<file path="src/rtl/reg_dst_stage_if.sv">
// Bundle of the destination-register stage signals: decode-side inputs, hazard sources and
// the registered destination outputs.
interface reg_dst_stage_if #(
    parameter int unsigned WIDTH  = 5,
    parameter int unsigned NUM_IN = 3,
    parameter int unsigned SEL_W  = 2,
    parameter int unsigned CNT_W  = 8
);
    logic [NUM_IN*WIDTH-1:0] inp;
    logic [SEL_W-1:0]        select;
    logic                    in_valid;
    logic                    reg_write_in;
    logic                    stall;
    logic                    flush;
    logic [WIDTH-1:0]        src_a;
    logic [WIDTH-1:0]        src_b;
    logic [WIDTH-1:0]        out;
    logic                    out_valid;
    logic                    reg_write_out;
    logic                    match_a;
    logic                    match_b;
    logic [CNT_W-1:0]        wr_count;

    modport master (
        output inp, select, in_valid, reg_write_in, stall, flush, src_a, src_b,
        input  out, out_valid, reg_write_out, match_a, match_b, wr_count
    );

    modport slave (
        input  inp, select, in_valid, reg_write_in, stall, flush, src_a, src_b,
        output out, out_valid, reg_write_out, match_a, match_b, wr_count
    );
endinterface

</file>
<file path="src/rtl/reg_dst_stage.sv">
// Destination-register pipeline stage: picks rt/rd/link, registers it with a commit flag,
// flags RAW hazards against younger sources and counts committed register writes.
module reg_dst_stage #(
    parameter int unsigned WIDTH  = 5,
    parameter int unsigned NUM_IN = 3,
    parameter int unsigned SEL_W  = 2,
    parameter int unsigned CNT_W  = 8
) (
    input logic            clk,
    input logic            reset,
    reg_dst_stage_if.slave bus
);

    logic [WIDTH-1:0] cand;
    logic             sel_ok;
    logic             load_wr;

    logic [WIDTH-1:0] out_q;
    logic             valid_q;
    logic             wr_q;
    logic [CNT_W-1:0] cnt_q;

    // Out-of-range selects resolve to a zero, non-writing destination.
    always_comb begin
        cand   = '0;
        sel_ok = 1'b0;
        for (int k = 0; k < int'(NUM_IN); k++) begin
            if (int'(bus.select) == k) begin
                cand   = bus.inp[k*WIDTH +: WIDTH];
                sel_ok = 1'b1;
            end
        end
    end

    assign load_wr = bus.in_valid & bus.reg_write_in & sel_ok & (cand != '0);

    always_ff @(posedge clk) begin
        if (reset) begin
            out_q   <= '0;
            valid_q <= 1'b0;
            wr_q    <= 1'b0;
            cnt_q   <= '0;
        end else if (bus.flush) begin
            out_q   <= '0;
            valid_q <= 1'b0;
            wr_q    <= 1'b0;
        end else if (!bus.stall) begin
            out_q   <= cand;
            valid_q <= bus.in_valid;
            wr_q    <= load_wr;
            if (load_wr && (cnt_q != {CNT_W{1'b1}})) begin
                cnt_q <= cnt_q + 1'b1;
            end
        end
    end

    assign bus.out           = out_q;
    assign bus.out_valid     = valid_q;
    assign bus.reg_write_out = wr_q;
    assign bus.wr_count      = cnt_q;

    // Register 0 never hazards; wr_q already implies out_q != 0, the explicit check is cheap.
    assign bus.match_a = valid_q & wr_q & (bus.src_a == out_q) & (bus.src_a != '0);
    assign bus.match_b = valid_q & wr_q & (bus.src_b == out_q) & (bus.src_b != '0);

endmodule

</file>
<file path="src/flat_wrapper.sv">
// flat-port wrapper written by rule: the top's interface ports become plain ports
module reg_dst_stage_flat 
#(
    parameter int unsigned WIDTH  = 5,
    parameter int unsigned NUM_IN = 3,
    parameter int unsigned SEL_W  = 2,
    parameter int unsigned CNT_W  = 8
)
  (clk, reset, bus_inp, bus_select, bus_in_valid, bus_reg_write_in, bus_stall, bus_flush, bus_src_a, bus_src_b, bus_out, bus_out_valid, bus_reg_write_out, bus_match_a, bus_match_b, bus_wr_count);
  reg_dst_stage_if #(.WIDTH(WIDTH), .NUM_IN(NUM_IN), .SEL_W(SEL_W), .CNT_W(CNT_W)) bus_i ();
  input logic clk;
  input logic reset;
  input wire logic [$bits(bus_i.inp)-1:0] bus_inp;
  input wire logic [$bits(bus_i.select)-1:0] bus_select;
  input wire logic [$bits(bus_i.in_valid)-1:0] bus_in_valid;
  input wire logic [$bits(bus_i.reg_write_in)-1:0] bus_reg_write_in;
  input wire logic [$bits(bus_i.stall)-1:0] bus_stall;
  input wire logic [$bits(bus_i.flush)-1:0] bus_flush;
  input wire logic [$bits(bus_i.src_a)-1:0] bus_src_a;
  input wire logic [$bits(bus_i.src_b)-1:0] bus_src_b;
  output wire logic [$bits(bus_i.out)-1:0] bus_out;
  output wire logic [$bits(bus_i.out_valid)-1:0] bus_out_valid;
  output wire logic [$bits(bus_i.reg_write_out)-1:0] bus_reg_write_out;
  output wire logic [$bits(bus_i.match_a)-1:0] bus_match_a;
  output wire logic [$bits(bus_i.match_b)-1:0] bus_match_b;
  output wire logic [$bits(bus_i.wr_count)-1:0] bus_wr_count;
  assign bus_i.inp = bus_inp;
  assign bus_i.select = bus_select;
  assign bus_i.in_valid = bus_in_valid;
  assign bus_i.reg_write_in = bus_reg_write_in;
  assign bus_i.stall = bus_stall;
  assign bus_i.flush = bus_flush;
  assign bus_i.src_a = bus_src_a;
  assign bus_i.src_b = bus_src_b;
  assign bus_out = bus_i.out;
  assign bus_out_valid = bus_i.out_valid;
  assign bus_reg_write_out = bus_i.reg_write_out;
  assign bus_match_a = bus_i.match_a;
  assign bus_match_b = bus_i.match_b;
  assign bus_wr_count = bus_i.wr_count;
  reg_dst_stage #(.WIDTH(WIDTH), .NUM_IN(NUM_IN), .SEL_W(SEL_W), .CNT_W(CNT_W)) u_core (.clk(clk), .reset(reset), .bus(bus_i));
endmodule
</file>
<file path="config.mk">
export PLATFORM = sky130hd
export DESIGN_NAME = reg_dst_stage_flat
export DESIGN_NICKNAME = d
export VERILOG_FILES = /design/src/rtl/reg_dst_stage_if.sv /design/src/rtl/reg_dst_stage.sv /design/src/flat_wrapper.sv
export SDC_FILE = /design/constraint.sdc
export NUM_CORES = 1
export LEC_CHECK = 0
export BUFFER_PORTS_ARGS = -buffer_cell sky130_fd_sc_hd__buf_2
export CELL_PAD_IN_SITES_DETAIL_PLACEMENT = 0
export CELL_PAD_IN_SITES_GLOBAL_PLACEMENT = 1
export CORE_UTILIZATION = 30
export DETAILED_ROUTE_END_ITERATION = 6
export PLACE_DENSITY = 0.88
export SYNTH_ARGS = -nofsm -noshare
export SYNTH_HDL_FRONTEND = slang
export SYNTH_SLANG_ARGS = --single-unit
export TNS_END_PERCENT = 1
</file>
<file path="constraint.sdc">
create_clock -name clk -period 2.4 [get_ports clk]
set_clock_uncertainty 0.05 [all_clocks]
set_input_delay 0 -clock clk [delete_from_list [all_inputs] [get_ports clk]]
set_output_delay 0 -clock clk [all_outputs]
set_load 0.02 [all_outputs]
</file>
-- Word level (Yosys, flattened, before mapping)
Index checks and enable logic that the tools add are counted.
- bits in registers: 15
- bits in latches: 0
- RAM bits: 0
- bits in read-only memories: 0
- input bits: 33
- output and inout port bits: 17
- word-level logic and storage cells: 33
- memories: 0
- $add $sub $neg: 1
- multipliers: 0
- divide/modulo/power cells: 0
- order comparisons: 0
- equality and inequality tests: 5
- shift-type cells: 0
- multiplexer cells: 6
- bitwise logic cells: 10
- reduce and logical (&&, ||, !) cells: 7
- operator list (cell ; count):
    $mux 5 ; 3
    $reduce_bool 5->1 ; 3
    $eq 5x5->1 ; 2
    $add 8x1->8 const B ; 1
    $and 1x1->1 ; 8
    $ne 8x8->1 const B ; 1
    $eq 2x2->1 const B ; 2
    $mux 1 ; 3
    $reduce_and 3->1 ; 1
    $logic_not 2->1 ; 1
    $not 1->1 ; 2
    $reduce_or 2->1 ; 1
    $logic_and 1x1->1 ; 1

-- Longest topological paths before layout
Gate-level depths: netlist of run 1.
- depth after elaboration: 8
- depth in mapped cells: 8
- mapped depth without buffers: 7

-- Worst setup path after synthesis of run 1
OpenSTA, ideal clock, no wires.
- path type: register to register
- start point: register u_core.cnt_q[0], in the netlist u_core.bus.wr_count[0]
- end point: register u_core.cnt_q[7], in the netlist u_core.bus.wr_count[7]
- library setup time: 0.071 ns
- arrival: 1.750 ns
- required time: 2.279 ns
- setup slack: 0.530 ns
- stages on the path, launching flop included: 8
- path buffers: 0
- clock period less this slack: 1.870 ns
- cells stage by stage: dfxtp_1 -> ha_1 -> nand3_1 -> nor2_1 -> nor3_1 -> o21ai_4 -> or4_1 -> a21oi_1
- cells in the longest elaborated chain, start to end: 3
- elaborated cells between the ends (all ways): 4
- those cells by class: 1 x add/sub; 1 x eq/ne; 2 x reduce/logical
- RTL lines (element ; RTL line ; source):
    from (decl) ; reg_dst_stage.sv:21 ; logic [CNT_W-1:0] cnt_q;
    from (signal assigned) ; reg_dst_stage.sv:52 ; cnt_q <= cnt_q + 1'b1;
    branches (longest 3 deep; another with $add 8x1->8) ; n/a ;
Several ways; the timed one is not identified.
A chain may end at the register's enable or synchronous reset.

-- Worst setup path after layout of run 1
Ends and elaborated chain as after synthesis.

==> impl_metrics.ini, run 1 <==
[cells_and_area]
layout-drive-gt1-share = 0.357
num_antenna_cells = 0
area.growth.synth_to_final_pct = 31.3
fin_nets = 189

[synthesis]
yosysTopAreaCellShare = 0.330
synthCells = 105
synthTopCellsByArea = dfxtp_1 (33%), mux2i_1 (12%), xnor2_1 (7.7%)
synth.distinct_cells = 30
syn-num-nets = 139
yosysMostFrequentCell = dfxtp_1
synth_edf_count = 0
seq_area_frac_synth = 0.330
syn_avg_cell_area_um2 = 8.67
synth_largest_area_cell = dfxtp_1
synth-seq-cells = 15
ys.flop_type = dfxtp_1
synthTopCellsByCount = dfxtp_1 (15), nor3_1 (12), mux2i_1 (11)
async_flop_share = 0
syn_area_um2 = 911
yosys_warnings = 0

[timing]
maxSlewViolCount = 0
max_slew_margin = 0.735
hold_viol = 0
max_freq_mhz = 510
worst_pin_slew_ns = 0.394
rsz0062_at_grt = no
layout_setup_ws_ns = 0.440
finalCritPeriodShare = 0.816
period_needed_ns = 1.96
setup_viol = 0
tns_ns = 0

[routing]
drt_first_pass_iters = 5
drc = 4
vias = 958
wl_per_cell_um = 11.8
vias_per_cell = 5.18
wl_um = 2190
drt_iter0_markers = 23
ant_nets = 0

[worst_setup_path]
cp_slowest_cell = or4_1
endpoint_kind = flop
cp_cell_sequence = ha_1, nand3_1, nor2_1, nor3_1, o21ai_4, or4_1, a21oi_1
cp_top_family = simple AND/OR/NAND/NOR gates
path_buf_inv = 0
worstSetupPathType = reg -> reg
cp_slowest_stage_delay_ns = 0.49
r2r_end = u_core.bus.wr_count[7]$_SDFFE_PP0P_
r2r_slack_ns = 0.44
crit_fanout = 14
required_ns = 2.56
reg2reg_depth = 7
crit_arrival_ns = 2.12
start_kind = flop
worstSetupStartpoint = u_core.bus.wr_count[0]$_SDFFE_PP0P_
r2r_start = u_core.bus.wr_count[0]$_SDFFE_PP0P_

[min_path]
hold_start = reset
min_to = u_core.bus.wr_count[1]$_SDFFE_PP0P_
worst_hold_path.num_cells = 2
hp-class = in -> reg

[clocking]
numCtsBuffers = 3
clock_latency_ns = 0.27
clock-root-buffer = clkbuf_4
clock-sinks = 15
htree_levels = 1
cts_tree = done
ctsLongestPathBuffers = 2
clk_pin_slew_worst_paths_ns = 0.09
cts_setup_buffers = 0

[floorplan]
fp.dieW_um = 57.1
die_area_mm2 = 0.00326
core_area_mm2 = 0.00281
fp.dieH_um = 57.1
num_io_pins = 50
placementRows = 19
initial_core_util = 0.325

[run_status]
status = complete, but fails checks
violations = design-rule violations

[global_routing]
grt_max_degree = 16
grt_pass1_wl_um = 3680
grt_usage = 0.139
antenna_found_initial = 0
first_global_vias = 878
grt-ovfl-total = 0

[place]
port_buffers = 49
gp_congestion = 0.766
hpwl_um = 1750
pre_cts_slack_ns = 0.466

[pwr]
power_density_mw_per_mm2 = 416
power.leakage_nw = 0.536
vdd_ir_drop_max_v = 0.000107
total_power_uw = 498

[run]
drv_cap = 0
## flip-flops by register name (all words and copies together) (netlist names)
signal                    cells
u_core.bus.out                5
u_core.bus.out_valid          1
u_core.bus.reg_write_out      1
u_core.bus.wr_count           8
## layer usage
metal	GRT usage	part of all wire	vias to the layer above	wire length [µm]
li1	-	-	490	-
met1	0.170	0.46	445	1010
met2	0.245	0.49	19	1080
met3	0.00907	0.029	4	63
met4	0.0697	0.016	0	34
met5	0	0	-	0
## kinds of logic (layout without fill, tap and decap cells)
family / after synthesis / in the layout / share of synthesized area
fa+ha+maj: 1 / 1 / 0.0137
compound gates: 22 / 22 / 0.163
simple gates: 41 / 41 / 0.243
mux: 11 / 11 / 0.121
flops: 15 / 15 / 0.330
buf+inv: 6 / 55 / 0.0426
xor+xnor: 9 / 9 / 0.0865
## worst max-delay path by stage
stage | cells past startpoint | slack, ns | end
final | 7 | 0.44 | u_core.bus.wr_count[7]$_SDFFE_PP0P_
after global routing | 7 | 0.30 | u_core.bus.wr_count[7]$_SDFFE_PP0P_
after CTS | 7 | 0.44 | u_core.bus.wr_count[5]$_SDFFE_PP0P_
after detailed placement | 7 | 0.47 | u_core.bus.wr_count[5]$_SDFFE_PP0P_
after global placement | 7 | 0.52 | u_core.bus.wr_count[5]$_SDFFE_PP0P_
after floorplan | 7 | 0.53 | u_core.bus.wr_count[7]$_SDFFE_PP0P_
## worst reg2reg max path, cell delays in order, from the launching register on
cell     delay, ns
dfxtp_1       0.35
ha_1          0.24
nand3_1       0.09
nor2_1        0.05
nor3_1        0.30
o21ai_4       0.19
or4_1         0.50
a21oi_1       0.14
## through the flow
stage / hold WS, ns / cell area [µm²] / std cells / utilization
floorplan: 0.0258 / 911 / 105 / -
global placement: 0.237 / 1160 / 180 / 0.413
detailed placement: 0.251 / 1160 / 180 / 0.413
CTS: 0.0154 / 1200 / 185 / 0.426
global route: 0.0334 / 1200 / 185 / 0.426
finish: 0.0137 / 1200 / 185 / 0.426
## layout make-up
class                   instances  area (µm²)
clock buffers                   4        26.3
fillers                       312        1610
inverters                       1        3.75
multi-input cells              84         572
flip-flops and latches         15         300
well taps                      31        38.8
repair buffers                 50         255
## repair_timing
item / 4_1_cts / 5_1_grt
gates resized for setup: 0 / 0
endpoints found under the hold margin: 7 / 0
hold buffers: 1 / 0
## layout by cell type, fill, tap and decap left out, types with 2 or more instances in the layout
cell       netlist  final
buf_2            1     49
dfxtp_1         15     15
nor3_1          12     12
mux2i_1         11     11
nand3_1          9      9
xnor2_1          8      8
a21oi_1          8      8
o21ai_1          5      5
nand2_1          4      4
o2bb2ai_1        4      4
nor2_1           4      4
or3_1            3      3
clkbuf_4         0      3
o31ai_1          2      2
or4_1            2      2
## power breakdown
part / switching [mW] / internal [mW]
Sequential: 0.00573 / 0.253
Combinational: 0.0486 / 0.0489
Clock: 0.0774 / 0.0643
Note: power is estimated with default switching activity, not from simulation.
==> run 2: changes to the inputs <==
--- a/config.mk
+++ b/config.mk
@@ -8,9 +8,9 @@
 export BUFFER_PORTS_ARGS = -buffer_cell sky130_fd_sc_hd__buf_2
 export CELL_PAD_IN_SITES_DETAIL_PLACEMENT = 0
 export CELL_PAD_IN_SITES_GLOBAL_PLACEMENT = 1
-export CORE_UTILIZATION = 30
+export CORE_UTILIZATION = 27
 export DETAILED_ROUTE_END_ITERATION = 6
-export PLACE_DENSITY = 0.88
+export PLACE_DENSITY = 0.85
 export SYNTH_ARGS = -nofsm -noshare
 export SYNTH_HDL_FRONTEND = slang
 export SYNTH_SLANG_ARGS = --single-unit
==> constraint.sdc (replaced) <==
create_clock -name clk -period 1.7 [get_ports clk]
set_clock_uncertainty 0.05 [all_clocks]
set_input_delay 0 -clock clk [delete_from_list [all_inputs] [get_ports clk]]
set_output_delay 0 -clock clk [all_outputs]
set_load 0.02 [all_outputs]
==> run 2 against run 1 <==
Sequential power grew 42%. Largest cell class unchanged. Critical endpoint unchanged. First-iteration DRC count grew 30%. Critical path depth grew 1. Global-route usage grew 2.1 points. Count of clock-buffer cells in the layout is the same. The flow finishes with violations (negative hold slack, negative setup slack).
==> impl_metrics.ini, run 2 (synthesized netlist as in run 1, its figures left out) <==
[run_status]
status = complete, but fails checks
violations = negative hold slack, negative setup slack

[timing]
hold_viol = 1
setup_viol = 2
max_freq_mhz = 580
rsz0062_at_grt = yes
finalCritPeriodShare = 1.02
maxSlewViolCount = 0
worst_pin_slew_ns = 0.383
max_slew_margin = 0.742
hold_slack_ns = -0.00724
layout_setup_ws_ns = -0.0256
period_needed_ns = 1.73

[pwr]
p_sw_uw = 204
power_frac_comb = 0.219
total_power_uw = 739
internal-power_uw = 535
vdd_ir_drop_max_v = 0.000177
power.leakage_nw = 0.634
p_clk_frac = 0.286
power_density_mw_per_mm2 = 529
pwr-share-seq = 0.495
switching_share = 0.276

[worst_setup_path]
cp_top_family = simple AND/OR/NAND/NOR gates
required_ns = 1.89
crit_fanout = 8
start_kind = flop
crit_arrival_ns = 1.91
r2r_start = u_core.bus.wr_count[0]$_SDFFE_PP0P_
worstSetupPathType = reg -> reg
endpoint_kind = flop
r2r_slack_ns = -0.03
cp_slowest_cell = or4_4
path_buf_inv = 1
reg2reg_depth = 8
r2r_end = u_core.bus.wr_count[7]$_SDFFE_PP0P_
cp_slowest_stage_delay_ns = 0.47
cp_cell_sequence = ha_4, nand3_2, nor2_2, nor3_2, o21ai_4, buf_6, or4_4, a21oi_2

[routing]
ant_nets = 0
vias_per_cell = 4.86
wl_um = 2710
drt_first_pass_iters = 4
drc = 0
drt_iter0_markers = 30
wl_per_cell_um = 12.5
vias = 1054

[place]
port_buffers = 49
gp_congestion = 0.827
hpwl_um = 2090

[floorplan]
die_area_mm2 = 0.00361
initial_core_util = 0.291
num_io_pins = 50
fp.dieH_um = 60.1
placementRows = 20
core_area_mm2 = 0.00313
fp.dieW_um = 60.1

[clocking]
htree_levels = 1
clock-sinks = 15
clock-root-buffer = clkbuf_4
cts_tree = done
clock_latency_ns = 0.29
numCtsBuffers = 3
clk_pin_slew_worst_paths_ns = 0.09
ctsLongestPathBuffers = 2

[cells_and_area]
largest_reg_flops = 8
num_antenna_cells = 0
mostFrequentLayoutCell = buf_2
area.growth.synth_to_final_pct = 53.3
postLayoutCoreUtil = 0.446
fin_nets = 208
mostFrequentLayoutCells = buf_2 (49), buf_4 (17), dfxtp_1 (13), nor3_1 (11), mux2i_1 (11)
layout-drive-gt1-share = 0.468

[global_routing]
grt-ovfl-total = 0
grt_max_degree = 16
grt_pass1_wl_um = 4290
grt_usage = 0.160
antenna_found_initial = 0
first_global_vias = 1044

[run]
drv_cap = 0

[min_path]
hp-class = in -> reg
worst_hold_path.num_cells = 2
hold_start = reset
min_to = u_core.bus.wr_count[7]$_SDFFE_PP0P_
[run 2: per-layer routing]
layer,track usage,routed length (µm)
met1,0.167,1130
met2,0.303,1480
met3,0.0152,37
met4,0.0963,63
met5,0,0
[run 2: how the worst max path moves through the flow]
stage | startpoint | endpoint | slack [ns] | depth (start not counted)
CTS | u_core.bus.wr_count[0]$_SDFFE_PP0P_ | u_core.bus.wr_count[7]$_SDFFE_PP0P_ | -0.09 | 8
detailed placement | bus_select[0] | u_core.bus.wr_count[0]$_SDFFE_PP0P_ | -0.08 | 8
finish | u_core.bus.wr_count[0]$_SDFFE_PP0P_ | u_core.bus.wr_count[7]$_SDFFE_PP0P_ | -0.03 | 8
global route | u_core.bus.wr_count[0]$_SDFFE_PP0P_ | u_core.bus.wr_count[7]$_SDFFE_PP0P_ | -0.10 | 8
floorplan | u_core.bus.wr_count[1]$_SDFFE_PP0P_ | u_core.bus.wr_count[7]$_SDFFE_PP0P_ | 0.02 | 7
global placement | u_core.bus.wr_count[0]$_SDFFE_PP0P_ | u_core.bus.wr_count[7]$_SDFFE_PP0P_ | -0.05 | 8
[run 2: metrics by stage]
| step | instances | setup WS [ns] | setup TNS [ns] | area (µm²) |
|---|---|---|---|---|
| after floorplan | 105 | 0.0223 | 0 | 920 |
| after global placement | 209 | -0.0540 | -0.172 | 1310 |
| after detailed placement | 209 | -0.0828 | -0.433 | 1310 |
| after CTS | 216 | -0.0909 | -0.286 | 1360 |
| after global routing | 217 | -0.102 | -0.267 | 1400 |
| final | 217 | -0.0256 | -0.0278 | 1400 |
[run 2: final cells by class]
cell class / instances / area, µm²
sequential: 15 / 303
tap: 44 / 55.1
inverter: 1 / 3.75
multi-input combinational: 84 / 604
timing repair buffer: 69 / 404
fill: 315 / 1730
clock buffer: 4 / 26.3
[run 2: what timing repair did]
| item | in CTS | in global routing |
|---|---|---|
| gates cloned | 0 | 0 |
| pin swaps | 4 | 3 |
| endpoints found under the hold margin | 7 | 0 |
| hold buffers | 2 | 0 |
| setup buffers | 1 | 1 |
| gates resized for setup | 1 | 6 |
| setup endpoints to repair | 2 | 6 |
[run 2: power groups by stage]
stage / registers, mW / logic (mW) / clock network [mW]
after floorplan: 0.378 / 0.0779 / 0
after global placement: 0.373 / 0.151 / 0
after detailed placement: 0.373 / 0.156 / 0
after CTS: 0.365 / 0.160 / 0.214
after global routing: 0.367 / 0.177 / 0.228
final: 0.366 / 0.162 / 0.212
